[config.mk]
export PLATFORM = sky130hd
export DESIGN_NAME = qick_alu_sched
export DESIGN_NICKNAME = d
export VERILOG_FILES = /design/src/rtl/qick_alu_sched.sv
export SDC_FILE = /design/constraint.sdc
export NUM_CORES = 1
export LEC_CHECK = 0
export BUFFER_PORTS_ARGS = -buffer_cell sky130_fd_sc_hd__buf_2
export CAP_MARGIN = 20
export CORE_AREA = 3 3 362 364
export DETAILED_ROUTE_END_ITERATION = 10
export DIE_AREA = 0 0 365 367
export HOLD_SLACK_MARGIN = 0.12
export PLACE_DENSITY = 0.47
export SLEW_MARGIN = 20
export SYNTH_ARGS = -nofsm -noshare
export SYNTH_HDL_FRONTEND = slang
export SYNTH_SLANG_ARGS = --single-unit
[constraint.sdc]
create_clock -name clk_i -period 3.3 [get_ports clk_i]
set_clock_uncertainty 0.05 [all_clocks]
set_input_delay 0.66 -clock clk_i [delete_from_list [all_inputs] [get_ports clk_i]]
set_output_delay 0.66 -clock clk_i [all_outputs]
set_load 0.05 [all_outputs]
[src/rtl/qick_alu_sched.sv]
// qick_alu_sched: round-robin sharing of one iterative divider and one
// multiply-accumulate unit among N_REQ requesters. Each unit has its own
// IDLE/START/WAIT/DONE FSM; results return on one tagged response port.
module qick_alu_sched #(
    parameter int  N_REQ     = 4,
    parameter int  DIV_LAT   = 33,
    parameter int  ARITH_LAT = 3,
    localparam int IDW       = $clog2(N_REQ)
) (
    input  logic                clk_i,
    input  logic                rst_i,
    input  logic [N_REQ-1:0]    req_valid_i,
    input  logic [6*N_REQ-1:0]  req_op_i,
    input  logic [32*N_REQ-1:0] req_a_i,
    input  logic [32*N_REQ-1:0] req_b_i,
    input  logic [32*N_REQ-1:0] req_c_i,
    input  logic [32*N_REQ-1:0] req_d_i,
    output logic [N_REQ-1:0]    req_ready_o,
    output logic                rsp_valid_o,
    output logic [IDW-1:0]      rsp_id_o,
    output logic [63:0]         rsp_data_o,
    output logic                rsp_dz_o,
    output logic                div_start_o,
    output logic [31:0]         div_a_o,
    output logic [31:0]         div_b_o,
    input  logic [31:0]         div_quot_i,
    input  logic [31:0]         div_rem_i,
    output logic                arith_start_o,
    output logic [4:0]          arith_op_o,
    output logic [31:0]         arith_a_o,
    output logic [31:0]         arith_b_o,
    output logic [31:0]         arith_c_o,
    output logic [31:0]         arith_d_o,
    input  logic [63:0]         arith_result_i,
    output logic                div_busy_o,
    output logic                arith_busy_o
);

    typedef enum logic [1:0] {ST_IDLE, ST_START, ST_WAIT, ST_DONE} state_t;

    localparam logic [15:0] DIV_LOAD   = 16'(DIV_LAT - 1);
    localparam logic [15:0] ARITH_LOAD = 16'(ARITH_LAT - 1);

    state_t           div_state, arith_state;
    logic [IDW-1:0]   div_ptr, arith_ptr, div_pick, arith_pick, div_id, arith_id;
    logic [N_REQ-1:0] div_elig, arith_elig;
    logic [15:0]      div_cnt, arith_cnt;
    logic [63:0]      div_hold, arith_hold;
    logic             div_dz;
    logic [31:0]      sel_div_a, sel_div_b;
    logic [4:0]       sel_op;
    logic [31:0]      sel_a, sel_b, sel_c, sel_d;

    // First eligible requester strictly after ptr, wrapping around.
    function automatic logic [IDW-1:0] rr_pick(input logic [N_REQ-1:0] elig,
                                               input logic [IDW-1:0]   ptr);
        logic [IDW-1:0] pick;
        pick = ptr;
        for (int k = N_REQ; k >= 1; k--) begin
            if (elig[(int'(ptr) + k) % N_REQ]) pick = IDW'((int'(ptr) + k) % N_REQ);
        end
        return pick;
    endfunction

    // Split requests by target unit, arbitrate and mux the winners' operands.
    always_comb begin
        for (int i = 0; i < N_REQ; i++) begin
            div_elig[i]   = req_valid_i[i] &  req_op_i[6*i+5];
            arith_elig[i] = req_valid_i[i] & ~req_op_i[6*i+5];
        end
        div_pick   = rr_pick(div_elig, div_ptr);
        arith_pick = rr_pick(arith_elig, arith_ptr);
        sel_div_a  = req_a_i[32*int'(div_pick) +: 32];
        sel_div_b  = req_b_i[32*int'(div_pick) +: 32];
        sel_op     = req_op_i[6*int'(arith_pick) +: 5];
        sel_a      = req_a_i[32*int'(arith_pick) +: 32];
        sel_b      = req_b_i[32*int'(arith_pick) +: 32];
        sel_c      = req_c_i[32*int'(arith_pick) +: 32];
        sel_d      = req_d_i[32*int'(arith_pick) +: 32];
    end

    // Accept pulse: one per idle unit with an eligible requester, never in reset.
    always_comb begin
        // NOTE: default every combinational output first so no path leaves it unassigned (no latch).
        req_ready_o = '0;
        if (!rst_i) begin
            if (div_state == ST_IDLE && |div_elig)     req_ready_o[div_pick]   = 1'b1;
            if (arith_state == ST_IDLE && |arith_elig) req_ready_o[arith_pick] = 1'b1;
        end
    end

    // Divider FSM: accept, pulse start, count latency, hold result until the port is free.
    always_ff @(posedge clk_i) begin
        // NOTE: state updates use non-blocking assignments so every register samples pre-edge values.
        if (rst_i) begin
            div_state <= ST_IDLE;
            div_ptr   <= IDW'(N_REQ - 1);
            div_id    <= '0;
            div_cnt   <= '0;
            div_a_o   <= '0;
            div_b_o   <= '0;
            div_hold  <= '0;
            div_dz    <= 1'b0;
        end else begin
            case (div_state)
                ST_IDLE: if (|div_elig) begin
                    div_a_o <= sel_div_a;
                    div_b_o <= sel_div_b;
                    div_id  <= div_pick;
                    div_ptr <= div_pick;
                    if (sel_div_b == 32'd0) begin
                        div_hold  <= {sel_div_a, 32'hFFFF_FFFF};
                        div_dz    <= 1'b1;
                        div_state <= ST_DONE;
                    end else begin
                        div_dz    <= 1'b0;
                        div_state <= ST_START;
                    end
                end
                ST_START: begin
                    div_cnt   <= DIV_LOAD;
                    div_state <= ST_WAIT;
                end
                ST_WAIT: if (div_cnt == 16'd0) begin
                    div_hold  <= {div_rem_i, div_quot_i};
                    div_state <= ST_DONE;
                end else begin
                    div_cnt <= div_cnt - 16'd1;
                end
                ST_DONE: if (arith_state != ST_DONE) div_state <= ST_IDLE;
                default: div_state <= ST_IDLE;
            endcase
        end
    end

    // Arith FSM: same flow; it always owns the response port when in DONE.
    always_ff @(posedge clk_i) begin
        if (rst_i) begin
            arith_state <= ST_IDLE;
            arith_ptr   <= IDW'(N_REQ - 1);
            arith_id    <= '0;
            arith_cnt   <= '0;
            arith_op_o  <= '0;
            arith_a_o   <= '0;
            arith_b_o   <= '0;
            arith_c_o   <= '0;
            arith_d_o   <= '0;
            arith_hold  <= '0;
        end else begin
            case (arith_state)
                ST_IDLE: if (|arith_elig) begin
                    arith_op_o  <= sel_op;
                    arith_a_o   <= sel_a;
                    arith_b_o   <= sel_b;
                    arith_c_o   <= sel_c;
                    arith_d_o   <= sel_d;
                    arith_id    <= arith_pick;
                    arith_ptr   <= arith_pick;
                    arith_state <= ST_START;
                end
                ST_START: begin
                    arith_cnt   <= ARITH_LOAD;
                    arith_state <= ST_WAIT;
                end
                ST_WAIT: if (arith_cnt == 16'd0) begin
                    arith_hold  <= arith_result_i;
                    arith_state <= ST_DONE;
                end else begin
                    arith_cnt <= arith_cnt - 16'd1;
                end
                ST_DONE: arith_state <= ST_IDLE;
                default: arith_state <= ST_IDLE;
            endcase
        end
    end

    // Response port: arith DONE wins, div DONE waits one cycle.
    always_comb begin
        rsp_valid_o = 1'b0;
        rsp_id_o    = '0;
        rsp_data_o  = '0;
        rsp_dz_o    = 1'b0;
        if (!rst_i) begin
            if (arith_state == ST_DONE) begin
                rsp_valid_o = 1'b1;
                rsp_id_o    = arith_id;
                rsp_data_o  = arith_hold;
            end else if (div_state == ST_DONE) begin
                rsp_valid_o = 1'b1;
                rsp_id_o    = div_id;
                rsp_data_o  = div_hold;
                rsp_dz_o    = div_dz;
            end
        end
    end

    assign div_start_o   = !rst_i && (div_state == ST_START);
    assign arith_start_o = !rst_i && (arith_state == ST_START);
    assign div_busy_o    = (div_state != ST_IDLE);
    assign arith_busy_o  = (arith_state != ST_IDLE);

endmodule

==> out/metrics.cfg <==
[global_routing]
gr-usage-all-layers_pct = 19.16
first_global_vias = 25230
grt_start_max_net_pins = 110
grtUsageMet2_pct = 32.47
number_of_antenna_violations_at_the_first_check_in_global_routing = 46
grt_most_used_layer = met2
global_route.usage.met1_pct = 23.81
grt_pass1_wl_mm = 187.7
grt_util_met3_pct = 4.456
overflow = 0

[cts]
number_of_buffers_inserted_during_clock_tree_synthesis = 50
clock_insertion_delay_worst_skew_ps = 630
cts_tree = yes
clockRootBuffer = sky130_fd_sc_hd__clkbuf_16
cts.path.max_buffers = 3
clk_transition_reported_paths_ps = 60
clock_sinks = 370
cts_htree_levels = 2
postCtsHoldBufs = 0

[synthesis]
synth_seq_area_share_pct = 34.99
synth_top_cells_by_area = sky130_fd_sc_hd__dfxtp_1 (35%), sky130_fd_sc_hd__nand2_1 (17%), sky130_fd_sc_hd__nand3_1 (9.8%), sky130_fd_sc_hd__a21oi_1 (9.1%), sky130_fd_sc_hd__nor2_1 (5.5%)
synth_area_per_cell_um2 = 6.660
synth_top_area_share_pct = 34.99
share_of_flip_flops_with_an_asynchronous_set_or_reset_pct = 0
yosys_warns = 0
ys_ff_latch = 370
netlist.top_cell.by_area = sky130_fd_sc_hd__dfxtp_1
ys_dominant_reg_cell = sky130_fd_sc_hd__dfxtp_1
netlist_instances = 3179
netlist-cell-type-count = 51
synth_edf_count = 0
postSynthNetCount = 3860
synth.cell_area_um2 = 21170

[power]
finalPower_w = 0.02717
seqPwrFrac_pct = 24.1
power.combinational.fraction_pct = 55.1
net-switching-power_w = 0.01377
leakage_nw = 13.75
p_per_area_nw_per_um2 = 891.5
switching_power_as_a_share_of_total_power_pct = 50.66
vdd_drop_max_mv = 0.3595
cell_internal_pwr_w = 0.01341
p_clk_share_pct = 20.8

[timing]
timing.final.max_slew_violations = 0
rsz0062_at_grt = false
setup-tns-final_ps = 0
timing.final.crit_period_ps = 3156
max_clock_freq_mhz = 316.9
post-route-period-util_pct = 95.63
setup_viol = 0
tightest_pin_transition_ps = 829.9
hold_viol_final = 0
max_slew_margin_pct = 44.67

[final_layout]
ff_latch_area_um2 = 7413
fillers = 14480
multi_input_area_um2 = 12800
mostFrequentLayoutCells = sky130_fd_sc_hd__nand2_1 (939), sky130_fd_sc_hd__buf_2 (935), sky130_fd_sc_hd__nand3_1 (413), sky130_fd_sc_hd__a21oi_1 (383), sky130_fd_sc_hd__dfxtp_1 (367)
fraction_of_final_layout_cells_sized_beyond_drive_strength_1_pct = 31.10
design.final.nets = 4731
layout.cells.most_common = sky130_fd_sc_hd__nand2_1
syn2layout_area_growth_pct = 43.96

[routing]
firstDrtPassIters = 6
detailroute.via_count = 26780
ant_nets_after_route = 0
post-route-drc-count = 0
initialDrtViolationCount = 2116
wire_per_inst_um = 23.59
route.detailed.vias_per_inst = 4.641
totalWireLength_mm = 136.1

[setup_path]
crit_buf_inv = 3
worst-endpoint-arrival_ps = 2450
critical_path.max_fanout = 6
type_of_origin_of_the_critical_path = register
type_of_destination_of_the_critical_path = output port
critical_path.cell_chain = o22ai_1 -> a221oi_4 -> buf_4 -> buf_4 -> a32oi_1 -> nor2_2 -> buf_12
critical_path_class = register to output port
timing.critical_path.max_delay_family = compound AO/OA/AOI/OAI gates
cpMaxStageDelayCell = sky130_fd_sc_hd__dfxtp_2
cpMostUsedCell = sky130_fd_sc_hd__buf_4
cp_data_required_time_ps = 2590
worst_path_largest_cell_delay_ps = 400

[floorplan]
die_area_um2 = 134000
io_pins = 943
die_height_um = 367
placeable_core_region_um2 = 127700
number_of_placement_rows = 131
floorplan.die.width_um = 365
floorplan.initialDensity_pct = 16.58

[run]
maxCapViolCount = 0

[hold_path]
hp-class = input port to register

[placed_design]
routabilityCongestion = 0.9609
dp.final_hpwl_mm = 107.8
place.port_buffers = 942

[status]
outcome = completed

Yosys cell counts, types with 2 or more instances:
cell	n
sky130_fd_sc_hd__a31oi_1	8
sky130_fd_sc_hd__and2_1	31
sky130_fd_sc_hd__nor2b_1	7
sky130_fd_sc_hd__nand4_1	4
sky130_fd_sc_hd__a221oi_1	3
sky130_fd_sc_hd__o21ai_0	19
sky130_fd_sc_hd__a211oi_1	97
sky130_fd_sc_hd__nor3_1	7
sky130_fd_sc_hd__nand2b_1	5
sky130_fd_sc_hd__dfxtp_1	370
sky130_fd_sc_hd__a311oi_1	28
sky130_fd_sc_hd__nor4_1	34
sky130_fd_sc_hd__o311ai_0	2
sky130_fd_sc_hd__clkbuf_1	216
sky130_fd_sc_hd__or3_1	7
sky130_fd_sc_hd__o221a_1	11
sky130_fd_sc_hd__buf_2	29
sky130_fd_sc_hd__buf_1	33
sky130_fd_sc_hd__ha_1	11
sky130_fd_sc_hd__and3_1	2
sky130_fd_sc_hd__a21oi_1	385
sky130_fd_sc_hd__nand3_1	413
sky130_fd_sc_hd__or4_1	11
sky130_fd_sc_hd__a32oi_1	2
sky130_fd_sc_hd__mux2_2	35
sky130_fd_sc_hd__buf_4	4
sky130_fd_sc_hd__o221a_2	21
sky130_fd_sc_hd__mux2i_1	79
sky130_fd_sc_hd__inv_1	14
sky130_fd_sc_hd__xor2_1	5
sky130_fd_sc_hd__a21o_1	2
sky130_fd_sc_hd__nor2_1	311
sky130_fd_sc_hd__nor3b_1	2
sky130_fd_sc_hd__nand2_1	942
sky130_fd_sc_hd__o22ai_1	2
sky130_fd_sc_hd__xnor2_1	11
sky130_fd_sc_hd__or2_1	2
worst register-to-register path: cells and delay by family, from the launching register on:
family,cells,cell delay [ps]
flops,1,350
simple gates,4,1410
buf+inv,1,240
compound gates,3,870
layout make-up:
class	instances	area share, %
Clock inverter	22	0.8498
Antenna cell	18	0.1478
Clock buffer	70	4.548
Timing Repair Buffer	1101	21.13
Tap cell	1662	6.823
Inverter	14	0.1724
Multi-Input combinational cell	2513	42.00
Sequential cell	370	24.32
power groups by stage:
stage | clock network [W] | registers, W | logic [W]
4_1_cts | 0.00587 | 0.00655 | 0.0151
6_report | 0.00564 | 0.00655 | 0.0150
5_1_grt | 0.00605 | 0.00669 | 0.0162
2_1_floorplan | 0 | 0.00920 | 0.00662
3_3_place_gp | 0 | 0.00660 | 0.0151
3_5_place_dp | 0 | 0.00662 | 0.0151
per-layer routing:
metal | share of wire (%) | wire, µm
met5 | 0.076 | 104
met4 | 3.5 | 4750
met3 | 7.5 | 10270
met2 | 48 | 64660
met1 | 41 | 56330
stage by stage:
stage          hold slack [ps]  worst slack (ps)  area (µm²)  util, %  cells
2_1_floorplan            381.7            -97.24       21190        -   3179
3_3_place_gp             390.4            -252.9       28700    22.48   5658
3_5_place_dp             393.0            -215.5       28700    22.48   5658
4_1_cts                  145.8            0.7525       30390    23.80   5751
5_1_grt                  170.2             1.432       30450    23.85   5759
6_report                 219.1             144.4       30480    23.87   5770
state kept, by name, indices dropped and copies added, names as in the netlist:
name	flops
div_hold	64
div_b_o	32
div_state	2
arith_state	2
div_a_o	32
arith_a_o	32
div_ptr	2
div_dz	1
arith_d_o	32
div_id	2
arith_op_o	5
arith_id	2
arith_c_o	32
arith_b_o	32
arith_hold	64
div_cnt	16
arith_cnt	16
arith_ptr	2
path summary, 6_finish.rpt:
kind	from	endpoint	slack [ps]	cells after the start
max	div_ptr[0]	req_ready_o[2]	140	7
min	arith_result_i[35]	arith_hold[35]	220	3
max reg2reg	div_cnt[6]	div_hold[23]	330	8
min reg2reg	arith_d_o[12]	arith_d_o[12]	400	2
repair_timing:
| item | in CTS | in global routing |
|---|---|---|
| pin swaps | 2 | 1 |
| buffers inserted | 1 | 1 |
| resized for setup | 11 | 6 |
| setup endpoints to repair | 9 | 37 |
logic make-up after synthesis:
| logic type | Yosys count | share of synthesized area (%) |
|---|---|---|
| simple gates | 1783 | 35.59 |
| compound gates | 588 | 16.92 |
| flops | 370 | 34.99 |
| buf+inv | 296 | 5.490 |
| mux | 115 | 5.703 |
| xor+xnor | 16 | 0.6619 |
| fa+ha+maj | 11 | 0.6501 |
No activity file was read; power rests on OpenSTA's default activity.
